### src/rtl/seq_detector_param.sv
// -----------------------------------------------------------------------------
// seq_detector_param
//   Serial bit-pattern detector with a runtime-loadable pattern, selectable
//   overlapping / non-overlapping matching, an input-valid qualifier and a
//   saturating match counter. The match pulse is registered: it appears the
//   cycle after the bit that completes the pattern.
//
// Optional build macro:
//   SEQ_DET_MASK_EN  adds a per-bit compare mask (0 = don't care) that is
//                    latched together with the pattern.
//
// Ports:
//   clock         rising-edge clock
//   reset         asynchronous, active-high reset
//   in            serial data bit
//   in_valid      in is sampled only when 1
//   pattern       pattern to load; bit LEN-1 is compared with the oldest bit
//   mask          (SEQ_DET_MASK_EN only) compare mask, loaded with pattern
//   pattern_load  latch pattern (and mask); clears history and count
//   overlap       1 = overlapping matches, 0 = history cleared after a match
//   out           one-cycle match pulse
//   match_count   saturating number of matches since reset or load
// -----------------------------------------------------------------------------
module seq_detector_param #(
  parameter int                LEN         = 5,
  parameter logic [LEN-1:0]    RST_PATTERN = LEN'(5'b10001),
  parameter int                COUNT_W     = 8
) (
  input  logic               clock,
  input  logic               reset,
  input  logic               in,
  input  logic               in_valid,
  input  logic [LEN-1:0]     pattern,
`ifdef SEQ_DET_MASK_EN
  input  logic [LEN-1:0]     mask,
`endif
  input  logic               pattern_load,
  input  logic               overlap,
  output logic               out,
  output logic [COUNT_W-1:0] match_count
);

  localparam int                 FILL_W    = $clog2(LEN + 1);
  localparam logic [FILL_W-1:0]  FILL_MAX  = FILL_W'(LEN);
  localparam logic [COUNT_W-1:0] COUNT_MAX = '1;

  // Registered state and its next-state values.
  logic [LEN-1:0]     hist_q,  hist_d;
  logic [FILL_W-1:0]  fill_q,  fill_d;
  logic [LEN-1:0]     pat_q,   pat_d;
  logic [COUNT_W-1:0] count_q, count_d;
  logic               out_q,   out_d;
`ifdef SEQ_DET_MASK_EN
  logic [LEN-1:0]     mask_q,  mask_d;
`endif

  // Candidate values for the sample currently presented.
  logic [LEN-1:0]     next_hist;
  logic [FILL_W-1:0]  next_fill;
  logic [LEN-1:0]     diff;
  logic               hit;

  always_comb begin
    // NOTE: every signal written here gets a default first, so no path
    // leaves it unassigned and no latch is inferred.
    next_hist = {hist_q[LEN-2:0], in};
    next_fill = (fill_q == FILL_MAX) ? FILL_MAX : fill_q + 1'b1;
`ifdef SEQ_DET_MASK_EN
    diff      = (next_hist ^ pat_q) & mask_q;
`else
    diff      = next_hist ^ pat_q;
`endif
    // The fill gate keeps reset/cleared zeros from matching a pattern
    // that has leading zeros.
    hit       = (next_fill == FILL_MAX) && (diff == '0);

    hist_d    = hist_q;
    fill_d    = fill_q;
    pat_d     = pat_q;
    count_d   = count_q;
    out_d     = 1'b0;
`ifdef SEQ_DET_MASK_EN
    mask_d    = mask_q;
`endif

    if (pattern_load) begin
      // Load wins over a simultaneous sample; that sample is dropped.
      pat_d   = pattern;
`ifdef SEQ_DET_MASK_EN
      mask_d  = mask;
`endif
      hist_d  = '0;
      fill_d  = '0;
      count_d = '0;
    end else if (in_valid) begin
      if (hit) begin
        out_d = 1'b1;
        if (count_q != COUNT_MAX) count_d = count_q + 1'b1;
        // overlap is only consulted here, so changing it never disturbs
        // history that is already collected.
        if (overlap) begin
          hist_d = next_hist;
          fill_d = FILL_MAX;
        end else begin
          hist_d = '0;
          fill_d = '0;
        end
      end else begin
        hist_d = next_hist;
        fill_d = next_fill;
      end
    end
  end

  always_ff @(posedge clock or posedge reset) begin
    // NOTE: state is updated with non-blocking assignments so every
    // register samples the pre-edge values regardless of statement order.
    if (reset) begin
      hist_q  <= '0;
      fill_q  <= '0;
      pat_q   <= RST_PATTERN;
      count_q <= '0;
      out_q   <= 1'b0;
`ifdef SEQ_DET_MASK_EN
      mask_q  <= '1;
`endif
    end else begin
      hist_q  <= hist_d;
      fill_q  <= fill_d;
      pat_q   <= pat_d;
      count_q <= count_d;
      out_q   <= out_d;
`ifdef SEQ_DET_MASK_EN
      mask_q  <= mask_d;
`endif
    end
  end

  assign out         = out_q;
  assign match_count = count_q;

endmodule

### config.mk
export PLATFORM = sky130hd
export DESIGN_NAME = seq_detector_param
export DESIGN_NICKNAME = d
export VERILOG_FILES = /design/src/rtl/seq_detector_param.sv
export SDC_FILE = /design/constraint.sdc
export NUM_CORES = 1
export LEC_CHECK = 0
export ABC_AREA = 0
export BUFFER_PORTS_ARGS = -buffer_cell sky130_fd_sc_hd__buf_2
export CAP_MARGIN = 30
export CELL_PAD_IN_SITES_DETAIL_PLACEMENT = 0
export CELL_PAD_IN_SITES_GLOBAL_PLACEMENT = 1
export CORE_AREA = 2 2 53 55
export DETAILED_ROUTE_END_ITERATION = 10
export DIE_AREA = 0 0 55 57
export GPL_ROUTABILITY_DRIVEN = 0
export GPL_TIMING_DRIVEN = 0
export MAX_ROUTING_LAYER = met4
export PLACE_DENSITY = 0.85
export SLEW_MARGIN = 20
export SYNTH_ARGS = -nofsm -noshare
export SYNTH_HDL_FRONTEND = slang
export SYNTH_SLANG_ARGS = --single-unit
### constraint.sdc
create_clock -name clock -period 2.9 [get_ports clock]
set_input_delay 0.29 -clock clock [delete_from_list [all_inputs] [get_ports clock]]
set_output_delay 0.29 -clock clock [all_outputs]
set_load 0.01 [all_outputs]
### Word level (Yosys, flattened, before mapping)

Cells that the tools add are included.

| storage, ports and cells | value |
|---|---|
| output and inout port bits | 9 |
| bits in registers | 21 |

| cells by class | value |
|---|---|
| reduce and logical (&&, ||, !) cells | 6 |
| bitwise logic cells | 1 |
| add/sub/neg operators | 2 |
| equal/unequal tests | 3 |
| multiplexer cells | 16 |

Operators by type and width:

| operator | count |
|---|---|
| $mux 8 | 4 |
| $mux 4 | 4 |
| $mux 3 | 5 |
| $add 8x1->8 const B | 1 |
| $ne 8x8->1 const B | 1 |
| $eq 3x3->1 const B | 2 |
| $reduce_bool 2->1 | 3 |
| $logic_not 5->1 | 1 |
| $xor 5x5->5 | 1 |
| $add 3x1->3 const B | 1 |
| $mux 1 | 3 |
| $reduce_and 3->1 | 1 |
| $logic_and 1x1->1 | 1 |

### Longest topological paths before layout

| depth | value |
|---|---|
| depth in word-level cells | 7 |
| depth in mapped cells | 5 |
| depth with buffers taken out | 5 |

### Worst setup path after synthesis

No wires, ideal clock.

| timing path | value |
|---|---|
| kind | register to register |
| start | reg count_q[0], in the netlist match_count[0] |
| end | reg count_q[5], in the netlist match_count[5] |
| setup time | 0.128 ns |
| buffers on the path | 0 |
| stages on the path, launching flop included | 6 |
| arrival time | 1.572 ns |
| required time | 2.772 ns |
| path slack | 1.200 ns |
| path through | dfrtp_1 > ha_1 > nand3_1 > o2111ai_2 > nor4_1 > mux2_1 |

| on the way | value |
|---|---|
| word-level cells in the longest chain between the ends | 5 |

Ends and longest elaborated chain:

| element | line | text |
|---|---|---|
| start: declaration | 51 | `logic [COUNT_W-1:0] count_q, count_d;` |
| start signal: assignment | 131 | `count_q <= count_d;` |
| $add 8x1->8 | 98 | `if (count_q != COUNT_MAX) count_d = count_q + 1'b1;` |
| $mux 8 | 98 |  |
| $mux 8 | 96 | `if (hit) begin` |
| $mux 8 | 95 | `end else if (in_valid) begin` |
| $mux 8 | 86 | `if (pattern_load) begin` |

Several ways; a longest one is shown, not always the timed one. The select of a mux whose other input is x is not followed.
A chain may end at the register's enable or synchronous reset.

### Final worst setup path

| timing path | value |
|---|---|
| start | reg count_q[0], in the netlist match_count[0] |
| end | reg count_q[7], in the netlist match_count[7] |

Same word-level chain as after synthesis.

==> metrics.md <==
| Metric | Value |
|---|---|
| Run status | `finished clean` |
| First-pass GRT wire length | `3910 µm` |
| Synth cell types | `32` |
| Syn. warnings | `0` |
| Post-DR vias/cell | `5.69` |
| Setup repair bufs after CTS | `0` |
| Clock Skew | `0.00619 ns` |
| Chip Height | `57 µm` |
| Die Area | `0.00314 mm²` |
| Gates resized, CTS repair | `0` |
| Syn Nets | `111` |
| Critical Path, Cell by Cell | `ha_1 -> nand3_1 -> o2111ai_2 -> nor4_1 -> mux2_1` |
| Port Buf Inserts | `19` |
| Worst relative slew slack | `45.1%` |
| Design Area, Final | `0.00128 mm²` |
| Worst path max stage delay | `0.43 ns` |
| Initial Util | `42.7%` |
| Crit path capture type | `flop` |
| Hold Path Class | `in2async` |
| Net Sw Power | `0.133 mW` |
| Nets | `135` |
| TritonCTS clock tree | `yes` |
| Fill count | `255` |
| Cts bufs inserted | `3` |
| Reg power frac | `60.6%` |
| Worst R2R End | `match_count[7]$_DFFE_PP0P_` |
| Sequential-to-total area share from yosys stat | `47.3%` |
| Critical path peak fanout | `8` |
| Initial DRC count | `14` |
| Ratio of cells with drive above 1 in the final layout | `29.5%` |
| GRT Total Usage | `17.5%` |
| Io pins | `20` |
| Sequential cell area | `528 µm²` |
| Final hold slack | `0.137 ns` |
| P per Cell Area | `410 mW/mm²` |
| Slew @ Worst Pin | `0.823 ns` |
| Placement Cell Area | `0.00125 mm²` |
| Final min period | `1.86 ns` |
| Core Region | `0.00262 mm²` |
| Reg2reg start | `match_count[0]$_DFFE_PP0P_` |
| MaxCap Viol Count | `0` |
| Total iterations of the first detailed-routing run | `4` |
| Hpwl dp | `1650 µm` |
| Final hold violations | `0` |
| Synthesized area | `0.00112 mm²` |
| Critical Path Source Type | `flop` |
| Overflow left after global routing | `0` |
| Syn Area/Cell | `11.3 µm²` |
| Setup Crit Path Kind | `reg2reg` |
| Htree depth | `1` |
| Seq cells post-synth | `21` |
| Power consumption | `0.523 mW` |
| Clk pin slew, worst setup/hold paths | `0.12 ns` |
| Skew-Pair Late Insertion Delay | `0.30 ns` |
| Setup TNS | `0 ns` |
| Max-slew violation count | `0` |
| Worst path required time | `3.09 ns` |
| DR DRC count | `0` |
| Die X | `55 µm` |
| Comb pwr share | `12.9%` |
| Power Internal | `0.390 mW` |
| Fmax achieved | `0.537 GHz` |
| Vias in the first global route | `899` |
| Highest-count cells in the layout ignoring fill and taps | `19 x dfrtp_1, 19 x buf_2, 10 x nor2_1` |
| Rows | `19` |
| Antenna fix cells | `0` |
| Final Cycle Share | `64.2%` |
| Clk root buf | `clkbuf_4` |
| Cells after Synth | `99` |
| CTS Sinks | `21` |
| RSZ-0062 raised after global routing | `no` |
| DR WL/cell | `14.3 µm` |
| Clock power frac | `26.5%` |
| Initial antenna violation count | `0` |
| Max VDD drop | `0.282 mV` |
| Placed cells | `149` |
| Worst r2r path cells | `5` |
| Max Buffers Root-to-Sink | `2` |
| Area of the multi-input gates | `573 µm²` |
| Setup violators final | `0` |
| CP arrival | `2.05 ns` |
| DR vias | `871` |
| Switching Share | `25.4%` |
| Final Non-Filler Cells | `153` |
| Antenna-violating nets left | `0` |
| CTS Hold Bufs | `0` |
| Final WL | `2190 µm` |
| Leak | `0.581 nW` |
| Worst R2R Setup Slack | `1.04 ns` |
| Syn-to-layout area delta | `14.3%` |
| Critical-path top delay cell | `dfrtp_1` |
| Largest net degree at the start of global routing | `22` |
## flip-flops by register name (all words and copies together) (netlist names)
| name | flops |
|---|---|
| hist_q | 4 |
| out | 1 |
| fill_q | 3 |
| pat_q | 5 |
| match_count | 8 |
## Yosys cell counts (all sizes together)
| library cell | instances | area share [%] |
|---|---|---|
| a211o | 1 | 0.78 |
| a21oi | 4 | 1.8 |
| a31oi | 1 | 0.56 |
| a32o | 5 | 4.5 |
| and2b | 1 | 0.67 |
| and3 | 1 | 0.56 |
| and4 | 1 | 0.78 |
| clkbuf | 2 | 0.67 |
| dfrtp | 19 | 43 |
| dfstp | 2 | 4.7 |
| ha | 1 | 1.1 |
| inv | 2 | 0.67 |
| mux2 | 10 | 10 |
| nand2 | 4 | 1.3 |
| nand2b | 2 | 1.1 |
| nand3 | 4 | 1.8 |
| nand4 | 3 | 3.0 |
| nand4b | 1 | 1.3 |
| nor2 | 10 | 3.4 |
| nor2b | 7 | 3.9 |
| nor3 | 4 | 1.8 |
| nor3b | 1 | 0.67 |
| nor4 | 2 | 1.1 |
| nor4b | 1 | 0.78 |
| o2111ai | 2 | 2.1 |
| o21ai | 2 | 0.90 |
| or3 | 1 | 0.56 |
| xnor2 | 5 | 6.6 |
## cell type report
class	count	area share, %
Inverter	2	0.588
Multi-Input combinational cell	74	44.9
Sequential cell	21	41.4
Clock buffer	4	2.06
Tap cell	31	3.04
Buffer	2	0.588
Timing Repair Buffer	19	7.45
## worst max-delay path by stage
stage	startpoint	end
global route	match_count[0]$_DFFE_PP0P_	match_count[7]$_DFFE_PP0P_
finish	match_count[0]$_DFFE_PP0P_	match_count[7]$_DFFE_PP0P_
floorplan	match_count[0]$_DFFE_PP0P_	match_count[5]$_DFFE_PP0P_
global placement	match_count[0]$_DFFE_PP0P_	match_count[5]$_DFFE_PP0P_
CTS	match_count[0]$_DFFE_PP0P_	match_count[7]$_DFFE_PP0P_
detailed placement	match_count[0]$_DFFE_PP0P_	match_count[7]$_DFFE_PP0P_
## power groups by stage
stage	Combinational (mW)	Clock [mW]	Sequential, mW
after global placement	0.0650	0	0.322
after CTS	0.0682	0.145	0.317
after global routing	0.0753	0.162	0.319
final	0.0673	0.139	0.317
after detailed placement	0.0681	0	0.323
after floorplan	0.0495	0	0.320
## routing by layer
layer / part of all wire (%) / track usage [%] / vias to the layer above / wire, µm
met3: 4.1 / 3.14 / 2 / 90
met2: 50 / 26.9 / 19 / 1090
met4: 0.55 / 6.27 / 0 / 12
li1: - / - / 417 / -
met1: 46 / 23.0 / 433 / 996
met5: 0 / - / - / 0
## stage by stage
stage                     worst slack, ns  util, %
after floorplan                      1.20        -
after global routing                0.868     48.8
final                                1.04     48.8
after detailed placement             1.04     47.8
after global placement               1.07     47.8
after CTS                            1.02     48.8
## cell families after synthesis
kind of cell,after synthesis,synth area share (%)
compound gates,15,10.7
xor+xnor,5,6.61
fa+ha+maj,1,1.12
buf+inv,4,1.35
flops,21,47.3
mux,10,10.1
simple gates,43,22.9
## critical path: cells and delay by family, from the launching register on
family / cells / cell delay (ns)
AND/OR/NAND/NOR: 2 / 0.51
flip-flops: 1 / 0.43
multiplexers: 1 / 0.35
adder cells (fa/ha/maj): 1 / 0.25
AO/OA/AOI/OAI: 1 / 0.22
Note: power is estimated with default switching activity, not from simulation.
